===== config.mk =====
export PLATFORM = sky130hd
export DESIGN_NAME = obf_key_loader
export DESIGN_NICKNAME = d
export VERILOG_FILES = /design/src/rtl/obf_key_loader.sv
export SDC_FILE = /design/constraint.sdc
export NUM_CORES = 1
export LEC_CHECK = 0
export CORE_MARGIN = 2
export CORE_UTILIZATION = 57
export CTS_BUF_LIST = sky130_fd_sc_hd__clkbuf_8
export DETAILED_ROUTE_END_ITERATION = 12
export HOLD_SLACK_MARGIN = 0.03
export PLACE_DENSITY_LB_ADDON = 0.1
export SETUP_SLACK_MARGIN = 0.4
export SKIP_LAST_GASP = 1
export SLEW_MARGIN = 20
export SYNTH_ARGS = -nofsm -noshare
export SYNTH_HDL_FRONTEND = slang
export SYNTH_SLANG_ARGS = --single-unit

===== constraint.sdc =====
create_clock -name clk -period 2.4 [get_ports clk]
set_input_delay 0.36 -clock clk [delete_from_list [all_inputs] [get_ports clk]]
set_output_delay 0.36 -clock clk [all_outputs]
set_load 0.02 [all_outputs]

===== src/rtl/obf_key_loader.sv =====
// obf_key_loader
// Serial-to-parallel activation key loader for the camouflaged c432 core.
// Receives KEY_WIDTH key bits (LSB first) plus one even-parity bit, verifies
// them and, on success, locks the key onto key_out until the next reset.
// A load can only succeed once per reset. Failed loads are counted, and after
// MAX_RETRY failures the block locks itself out permanently.
//
// Ports:
//   clk          rising-edge clock
//   rst_n        synchronous active-low reset
//   load_start   one-cycle pulse that starts a key load
//   key_sdi      serial key data, LSB first, then the parity bit
//   key_sdi_vld  key_sdi qualifier
//   key_out      parallel key (bit0 -> s_0, bit1 -> s_1), KEY_RESET until locked
//   key_valid    key_out holds a verified key
//   key_err      last load attempt failed
//   lockout      retries exhausted, loads no longer accepted
//   busy         load in progress (SHIFT or CHECK)
module obf_key_loader #(
    parameter int                    KEY_WIDTH = 2,
    parameter logic [KEY_WIDTH-1:0]  KEY_RESET = '0,
    parameter int                    TIMEOUT   = 16,
    parameter int                    MAX_RETRY = 3
) (
    input  logic                 clk,
    input  logic                 rst_n,
    input  logic                 load_start,
    input  logic                 key_sdi,
    input  logic                 key_sdi_vld,
    output logic [KEY_WIDTH-1:0] key_out,
    output logic                 key_valid,
    output logic                 key_err,
    output logic                 lockout,
    output logic                 busy
);

    localparam int BW = $clog2(KEY_WIDTH + 1);
    localparam int IW = $clog2(TIMEOUT + 1);
    localparam int RW = $clog2(MAX_RETRY + 1);

    localparam logic [BW-1:0] BIT_LAST  = BW'(KEY_WIDTH);
    localparam logic [IW-1:0] IDLE_LAST = IW'(TIMEOUT - 1);
    localparam logic [RW-1:0] RETRY_MAX = RW'(MAX_RETRY);

    localparam logic [2:0] ST_IDLE   = 3'd0;
    localparam logic [2:0] ST_SHIFT  = 3'd1;
    localparam logic [2:0] ST_CHECK  = 3'd2;
    localparam logic [2:0] ST_LOCKED = 3'd3;
    localparam logic [2:0] ST_ERROR  = 3'd4;
    localparam logic [2:0] ST_DEAD   = 3'd5;

    logic [2:0]           state;
    logic [KEY_WIDTH-1:0] shadow;
    logic                 parity;
    logic [BW-1:0]        bit_cnt;
    logic [IW-1:0]        idle_cnt;
    logic [RW-1:0]        retry_cnt;
    logic                 fail_now;

    // A failure is either a serial timeout or a parity mismatch; both take the
    // same ERROR/DEAD entry path below.
    always_comb begin
        fail_now = 1'b0;
        if (state == ST_SHIFT && !key_sdi_vld && idle_cnt == IDLE_LAST)
            fail_now = 1'b1;
        if (state == ST_CHECK && ((^shadow) ^ parity))
            fail_now = 1'b1;
    end

    always_ff @(posedge clk) begin
        if (!rst_n) begin
            state     <= ST_IDLE;
            key_out   <= KEY_RESET;
            shadow    <= '0;
            parity    <= 1'b0;
            key_valid <= 1'b0;
            key_err   <= 1'b0;
            lockout   <= 1'b0;
            busy      <= 1'b0;
            bit_cnt   <= '0;
            idle_cnt  <= '0;
            retry_cnt <= '0;
        end else begin
            case (state)
                // A coincident data bit is dropped: the start wins.
                ST_IDLE, ST_ERROR: begin
                    if (load_start) begin
                        state    <= ST_SHIFT;
                        shadow   <= '0;
                        bit_cnt  <= '0;
                        idle_cnt <= '0;
                        busy     <= 1'b1;
                    end
                end
                ST_SHIFT: begin
                    if (key_sdi_vld) begin
                        idle_cnt <= '0;
                        if (bit_cnt == BIT_LAST) begin
                            parity <= key_sdi;
                            state  <= ST_CHECK;
                        end else begin
                            for (int i = 0; i < KEY_WIDTH; i++)
                                if (bit_cnt == BW'(i)) shadow[i] <= key_sdi;
                            bit_cnt <= bit_cnt + 1'b1;
                        end
                    end else if (!fail_now) begin
                        idle_cnt <= idle_cnt + 1'b1;
                    end
                end
                ST_CHECK: begin
                    if (!fail_now) begin
                        state     <= ST_LOCKED;
                        key_out   <= shadow;
                        key_valid <= 1'b1;
                        key_err   <= 1'b0;
                        busy      <= 1'b0;
                    end
                end
                default: ; // LOCKED and DEAD hold until reset
            endcase

            if (fail_now) begin
                key_err   <= 1'b1;
                busy      <= 1'b0;
                retry_cnt <= retry_cnt + 1'b1;
                if (retry_cnt + 1'b1 == RETRY_MAX) begin
                    state   <= ST_DEAD;
                    lockout <= 1'b1;
                end else begin
                    state   <= ST_ERROR;
                end
            end
        end
    end

endmodule


* Yosys cells after proc, flatten, opt, wreduce, memory -nomap -nowiden
Cells that the tools add are included.
** Cells by class
- Add/sub/neg operators :: 3
- Eq/ne operators :: 16
- Muxes and demuxes :: 25
- Bitwise logic cells :: 3
- Reduce and logical (&&, ||, !) cells :: 22
** Operators by type and width (count)
- $mux 5 :: 3
- $mux 3 :: 4
- $mux 2 :: 5
- $pmux 5 s2 :: 1
- $reduce_and 5->1 :: 2
- $ne 3x3->1 const B :: 3
- $pmux 3 s3 :: 1
- $mux 1 :: 8
- $pmux 2 s2 :: 2
- $reduce_and 4->1 :: 2
- $ne 2x2->1 const B :: 3
- $reduce_and 2->1 :: 3
- $reduce_and 3->1 :: 2
- $reduce_bool 2->1 :: 3
- $add 5x1->5 const B :: 1
- $eq 5x4->1 const B :: 1
- $add 2x1->2 const B :: 2
- $eq 2x2->1 const B :: 2
- $ne 2x1->1 const B :: 2
- $reduce_bool 4->1 :: 1
- $reduce_or 2->1 :: 2
- $eq 3x1->1 const B :: 1
- $eq 3x2->1 const B :: 1
- $eq 3x3->1 const B :: 1
- 10 further kinds :: 13
** Word-level totals
- Register bits after elaboration :: 21
- Input bits :: 5
- Logic and storage cells :: 81

* Logic depth before layout (Yosys ltp)
Gate-level depths: netlist of run 1.
- Depth in word-level cells :: 8
- Depth in mapped cells :: 7

* Worst setup path after synthesis of run 1
OpenSTA, ideal clock, no wires.
- Path type :: reg2reg
- From :: register idle_cnt[0]
- To :: register idle_cnt[4]
- Data arrival time :: 1685 ps
- Required time :: 2329 ps
- Path slack :: 645 ps
- Stages on the path, launching flop included :: 8
- Cell sequence :: dfxtp_1 -> ha_1 -> and3_1 -> ha_1 -> nand2b_1 -> a21oi_1 -> or4_1 -> a21oi_1
** On the way
- Word-level cells in the longest chain between the ends :: 6
- Elaborated cells between the ends (all ways) :: 10
- Classes of those cells :: add/sub: 1; eq/ne: 2; mux: 5; reduce/logical: 2
** RTL lines
- start: declaration :: RTL line 56 : logic [IW-1:0] idle_cnt;
- start signal: assignment :: RTL line 107 : idle_cnt <= idle_cnt + 1'b1;
- branches (longest 6 deep; another with $add 5x1->5)
Several ways; the timed one is not identified. The select of a mux whose other input is x is not followed.
A chain may end at the register's enable or synchronous reset.

* Worst setup path in the final report of run 1
Same ends and word-level chain as after synthesis.

==> key figures, run 1 <==
Route
  • Routed len/inst: ~13 microns
  • Via density: around 5.7
  • M1 wire length: ~940 microns
  • First-pass DRT Iterations: 4
  • Met3 WL: 68 microns
  • # DRC: 0
  • Wire length on met2: between 900 and 1000 microns
  • Post-DRT Antenna Nets: 0
  • Final WL: roughly 2000 microns
  • DR iter-0 viols: 37
  • Via count: roughly 880
  • Highest metal used: met4

Floorplanning
  • Vert. Die Dim: 46.8 microns
  • Boundary Pins: 11
  • Starting Density: 0.604
  • Die ar.: 2190 sq um
  • Core ar.: between 1500 and 2000 sq um
  • Die Wd: 46.8 microns
  • Site Rows: 15

Synthesis
  • Synth Area in XOR/XNOR: 0.0312
  • Proportion of synthesized area in mux cells: 0.0480
  • Post-synth cell types: 34
  • Avg Cell Area, Syn: 8.83 sq um
  • Synthesis warning total: 0
  • Largest family of logic cells by synthesized area: simple AND/OR/NAND/NOR gates
  • Main synth FF type: dfxtp_1
  • Net count after synthesis: 129
  • Register bit count reported by yosys: 21
  • Synthesized netlist cell count: roughly 120
  • Area leader, netlist: dfxtp_1
  • Compound-Gate Fraction of Synth Area: 0.172
  • Mapped Area: between 1000 and 1500 sq um
  • Number of flops mapped to enable cells by yosys: 0
  • Post-synthesis sequential area ratio: 0.403
  • Post-synthesis async set-or-reset flop share: 0
  • Post-synth top area share: 0.403
  • Adder-cell share of the synthesized area: 0.0720
  • Synth Area in Simple Gates: 0.233
  • Synth area leaders: dfxtp_1 40%, ha_1 7.2%, mux2i_1 4.8%

CTS
  • Clk Latency, worst-skew pair: approximately 260 ps
  • Clock sinks: 21
  • Root Buffer: clkbuf_8
  • Clk slew on worst S/H paths: about 70 ps
  • CTS tree: done
  • Resized cells post-CTS: 0
  • Cts bufs inserted: 3
  • H-tree levels: 1
  • Post-CTS setup buffers: 0
  • Post-CTS Hold Buffers: 0
  • Clock Tree Buf Depth: 2

Timing
  • Period utilization: 0.791
  • Min cycle time layout: ~1900 ps
  • Fin. max-slew vios: 0
  • Skew final: ~2.8 ps
  • Final setup viols: 0
  • Rel. slew slack: 0.616
  • RSZ-0062 raised after global routing: no
  • Max frequency: between 500 and 600 MHz
  • Hold WS: 453 ps
  • Setup_tns: 0 ps
  • Worst Tran Pin Value: just under 600 ps
  • Final hold violation count: 0

Worst setup path
  • CP Data Arrival Time: ~2100 ps
  • Startpoint Class: register
  • R2R setup slack: ~500 ps
  • Crit path launch: idle_cnt[0]
  • Capturing point of the worst reg2reg path: idle_cnt[4]
  • Crit Path Max Fanout: 7
  • Cells on worst reg2reg path: 7
  • Crit end category: register
  • FF-to-FF Start: idle_cnt[0]
  • Worst Setup EP: idle_cnt[4]
  • Critical path class: register to register
  • Critical Path RT: 2590 ps

Min path
  • Startpoint of the worst hold path: key_valid
  • Hold path cells: 2
  • Worst hold-check path type: register to register

Power
  • Maximum VDD drop: 0.470 mV
  • Power per standard cell area: about 530 nW/um^2
  • Leak pwr: between 0.4 and 0.5 nW

Final layout
  • Ant. Diodes: 0
  • Synth-to-Final Area Change: 16.8%
  • Nets@finish: about 140
  • Commonest non-fill, non-tap cell in the layout: dfxtp_1
  • Most frequent cells in the layout: 21 x dfxtp_1, 12 x nand2_1, 10 x clkdlybuf4s50_1
  • Fraction of layout instances using a drive strength above 1: 0.0698

Placed design
  • GPL Wtd Cong: between 0.8 and 0.9
  • Buffers on Ports: 10
  • HPWL after DPL: around 1500 microns

GRT
  • GRT overflow: 0
  • Total GRT Usage: 0.213
  • Vias in the first global route: 774
  • Antenna violations before repair: 0
  • First-pass GRT wire length: roughly 3300 microns
  • Largest net degree at the start of global routing: 17

Outcome
  • Status: completed

Flow run
  • Max-cap violations: 0
==> sequential cells by signal, indices dropped and copies added (netlist names), 2 cells and up <==
signal,flops
bit_cnt,2
state,3
retry_cnt,2
key_out,2
idle_cnt,5
shadow,2
==> Yosys cell counts (2+ instances only) <==
library cell / n
nand3_1: 3
nor2b_1: 2
dfxtp_1: 21
ha_1: 6
mux2i_1: 5
or3_1: 2
a31oi_1: 2
nand2_1: 12
nor2_1: 8
o31ai_1: 2
nand4_1: 2
nand2b_1: 3
o21ai_0: 9
a21oi_1: 9
inv_1: 6
clkbuf_1: 4
or4_1: 2
nor3_1: 2
o21a_1: 2
o22ai_1: 2
==> layout make-up <==
cell class                 instances  area (sq um)
timing repair buffer              12           115
inverter                           6          22.5
clock buffer                       3          41.3
fill                             154           509
sequential                        21           420
tap                               25          31.3
multi-input combinational         86           583
clock inverter                     1          3.75
==> worst min path at each step <==
stage	slack [ps]	to
3_3_place_gp	430	key_valid
6_report	450	key_valid
2_1_floorplan	450	idle_cnt[4]
5_1_grt	470	key_valid
3_5_place_dp	440	key_valid
4_1_cts	460	key_valid
==> worst max-delay path, cell delays in order (launching register included) <==
cell	delay [ps]
dfxtp_1	330
ha_1	220
and3_1	190
ha_1	240
nand2b_1	120
a21oi_2	100
or4_1	480
a21oi_1	140
==> metal layers <==
| layer | up-vias | track usage |
|---|---|---|
| li1 | 443 | - |
| met1 | 416 | 0.258 |
| met2 | 17 | 0.367 |
| met3 | 5 | 0.0346 |
| met4 | 0 | 0.100 |
| met5 | - | 0 |
==> cell families after synthesis <==
family                     count (synthesis)
xor gates and xnor gates                   2
buffers and inverters                     11
DFF                                       21
AOI/OAI and AO/OA                         29
and+or+nand+nor                           44
adders and majority gates                  6
muxes                                      5
==> stage by stage <==
step | cells | util | setup slack (ps) | cell area, sq um | total power, mW
global placement | 150 | 0.677 | 331 | 1170 | 0.427
floorplan | 118 | - | 645 | 1040 | 0.408
detailed placement | 150 | 0.677 | 289 | 1170 | 0.429
global route | 154 | 0.705 | 404 | 1220 | 0.678
CTS | 154 | 0.703 | 474 | 1210 | 0.653
finish | 154 | 0.705 | 501 | 1220 | 0.651
==> where the power goes <==
group / leakage (nW) / internal, mW / total (mW) / switching (mW)
Sequential: 0.170 / 0.354 / 0.360 / 0.00632
Clock: 0.0269 / 0.114 / 0.228 / 0.114
Combinational: 0.248 / 0.0279 / 0.0630 / 0.0351
Total: 0.445 / 0.496 / 0.651 / 0.155
Note: power is estimated with default switching activity, not from simulation.
==> run 2: changes to the inputs <==
clock period = 1.9 ns   (was 2.4 ns; I/O delays follow)
==> key figures, run 2 (synthesis results as in run 1) <==
Floorplanning
  • Starting Density: 0.604 (unchanged)
  • Die Wd: 46.8 microns (unchanged)
  • Site Rows: 15 (unchanged)
  • Die ar.: 2190 sq um (unchanged)
  • Vert. Die Dim: 46.8 microns (unchanged)
  • Boundary Pins: 11 (unchanged)
  • Core ar.: 1730 sq um (unchanged)

Power
  • Combinational power share: 0.129 (+0.032)
  • Maximum VDD drop: 0.650 mV (+38%)
  • Sequential Power Share: 0.524 (-0.029)
  • Clock share of power: 0.347 (-0.003)
  • Sw Ratio: 0.255 (+0.0169)
  • Pint: 0.642 mW (+29%)
  • Leak pwr: 0.570 nW (+28%)
  • Power per standard cell area: 602 nW/um^2 (+13%)
  • P_sw: 0.220 mW (+42%)

GRT
  • Vias in the first global route: 882 (+14%)
  • Antenna violations before repair: 0 (unchanged)
  • Largest net degree at the start of global routing: 20 (+3)
  • GRT overflow: 0 (unchanged)
  • First-pass GRT wire length: 3990 microns (+20%)
  • Total GRT Usage: 0.266 (+0.0533)

Timing
  • Final hold violation count: 0 (unchanged)
  • Skew final: 4.60 ps (+1.82 ps)
  • Min cycle time layout: 1630 ps (-274 ps)
  • Final setup viols: 0 (unchanged)
  • Period utilization: 0.855 (+0.0641)
  • Rel. slew slack: 0.674 (+0.0585)
  • Max frequency: 615 MHz (+17%)
  • RSZ-0062 raised after global routing: yes
  • Worst Tran Pin Value: 488 ps (-88.2 ps)
  • Setup WS post-layout: 275 ps (-226 ps)
  • Fin. max-slew vios: 0 (unchanged)

Final layout
  • Synth-to-Final Area Change: 37.3%
  • Biggest register: idle_cnt
  • Reg area: 428 sq um (+1.8%)
  • Most frequent cells in the layout: 17 x dfxtp_1, 12 x nand2_1, 12 x buf_4
  • Non-Filler Instances: 164 (+6.5%)
  • Fraction of layout instances using a drive strength above 1: 0.259 (+0.189)
  • Area of the multi-input gates: 708 sq um (+21%)
  • Fill cells: 109 (-29%)
  • Largest regs: idle_cnt: 5 flops, state: 3 flops
  • Nets@finish: 151 (+7.1%)
  • Ant. Diodes: 0 (unchanged)
  • Commonest non-fill, non-tap cell in the layout: dfxtp_1
  • Largest register FFs: 5 (unchanged)

Worst setup path
  • CP Data Arrival Time: 1820 ps (-270 ps)
  • Crit end category: register
  • FF-to-FF Start: idle_cnt[0]
  • Startpoint Class: register
  • Critical Path RT: 2100 ps (-490 ps)
  • Crit Path Max Fanout: 5 (-2)
  • R2R setup slack: 270 ps (-230 ps)
  • Worst Setup EP: idle_cnt[4]
  • Crit path launch: idle_cnt[0]
  • Capturing point of the worst reg2reg path: idle_cnt[4]
  • Cells on worst reg2reg path: 7 (unchanged)
  • Critical path class: register to register

Route
  • Via count: 970 (+10%)
  • Via density: 5.91 (+3.4%)
  • Final WL: 2620 microns (+29%)
  • Routed len/inst: 16.0 microns (+21%)
  • # DRC: 0 (unchanged)
  • Post-DRT Antenna Nets: 0 (unchanged)
  • First-pass DRT Iterations: 4 (unchanged)
  • DR iter-0 viols: 20 (-46%)

Outcome
  • Status: completed

Placed design
  • Placed Cells: 153 (+2.0%)
  • Buffers on Ports: 10 (unchanged)
  • GPL Wtd Cong: 0.814 (-2.1%)
  • HPWL after DPL: 1540 microns (+6.0%)
  • Setup slack after placement: -111 ps (-400 ps)

CTS
  • Clk slew on worst S/H paths: 80 ps (about the same)
  • Root Buffer: clkbuf_8
  • Post-CTS Hold Buffers: 0 (unchanged)
  • Clock Tree Buf Depth: 2 (unchanged)
  • H-tree levels: 1 (unchanged)
  • Clk Latency, worst-skew pair: 270 ps (about the same)
  • Clock sinks: 21 (unchanged)
  • CTS tree: done
  • Cts bufs inserted: 3 (unchanged)

Flow run
  • Max-cap violations: 0 (unchanged)

Min path
  • Worst hold-check path type: register to register
-- run 2: power by group through the flow --
stage,Clock [mW],Sequential (mW),Combinational [mW]
6_report,0.299,0.452,0.111
5_1_grt,0.314,0.452,0.119
4_1_cts,0.297,0.451,0.0982
3_5_place_dp,0,0.463,0.0888
3_3_place_gp,0,0.463,0.0856
2_1_floorplan,0,0.464,0.0551
-- run 2: layer usage --
layer / wire [microns] / up-vias / GRT usage
met2: 1350 / 23 / 0.463
met1: 1090 / 469 / 0.300
li1: - / 468 / -
met5: 0 / - / 0
met3: 90 / 10 / 0.0462
met4: 91 / 0 / 0.167
-- run 2: per-stage QoR --
step	hold WS, ps	setup TNS (ps)	power [mW]	utilization	area (sq um)
after floorplan	432	0	0.519	-	1090
after global placement	431	-94.7	0.548	0.717	1240
after detailed placement	438	-301	0.552	0.717	1240
after CTS	450	0	0.845	0.783	1350
after global routing	469	0	0.885	0.829	1430
final	451	0	0.862	0.829	1430
-- run 2: timing repair --
action / in CTS / in global routing
pin swaps: 12 / 8
setup buffers: 6 / 1
gates cloned: 0 / 0
setup endpoints to repair: 18 / 21
gates resized for setup: 6 / 13
-- run 2: worst min path at each step --
stage | from | cells after the start | end | slack (ps)
final | key_valid | 2 | key_valid | 450
after global routing | key_valid | 2 | key_valid | 470
after CTS | key_valid | 2 | key_valid | 450
after detailed placement | key_valid | 2 | key_valid | 440
after global placement | key_valid | 2 | key_valid | 430
after floorplan | key_sdi | 2 | parity | 430
-- run 2: layout make-up --
type                       count  area share
clock inverter                 1     0.00350
clock buffer                   3      0.0288
multi-input combinational     86       0.495
timing repair buffer          22       0.136
inverter                       6      0.0157
tap                           25      0.0219
sequential                    21       0.299
-- run 2: critical path: stages, from the launching register on --
cell and delay, ps:
dfxtp_2 340, ha_4 160, and3_4 180, ha_4 180
nand2b_4 80, a21oi_4 70, or4_1 420, a21oi_1 130
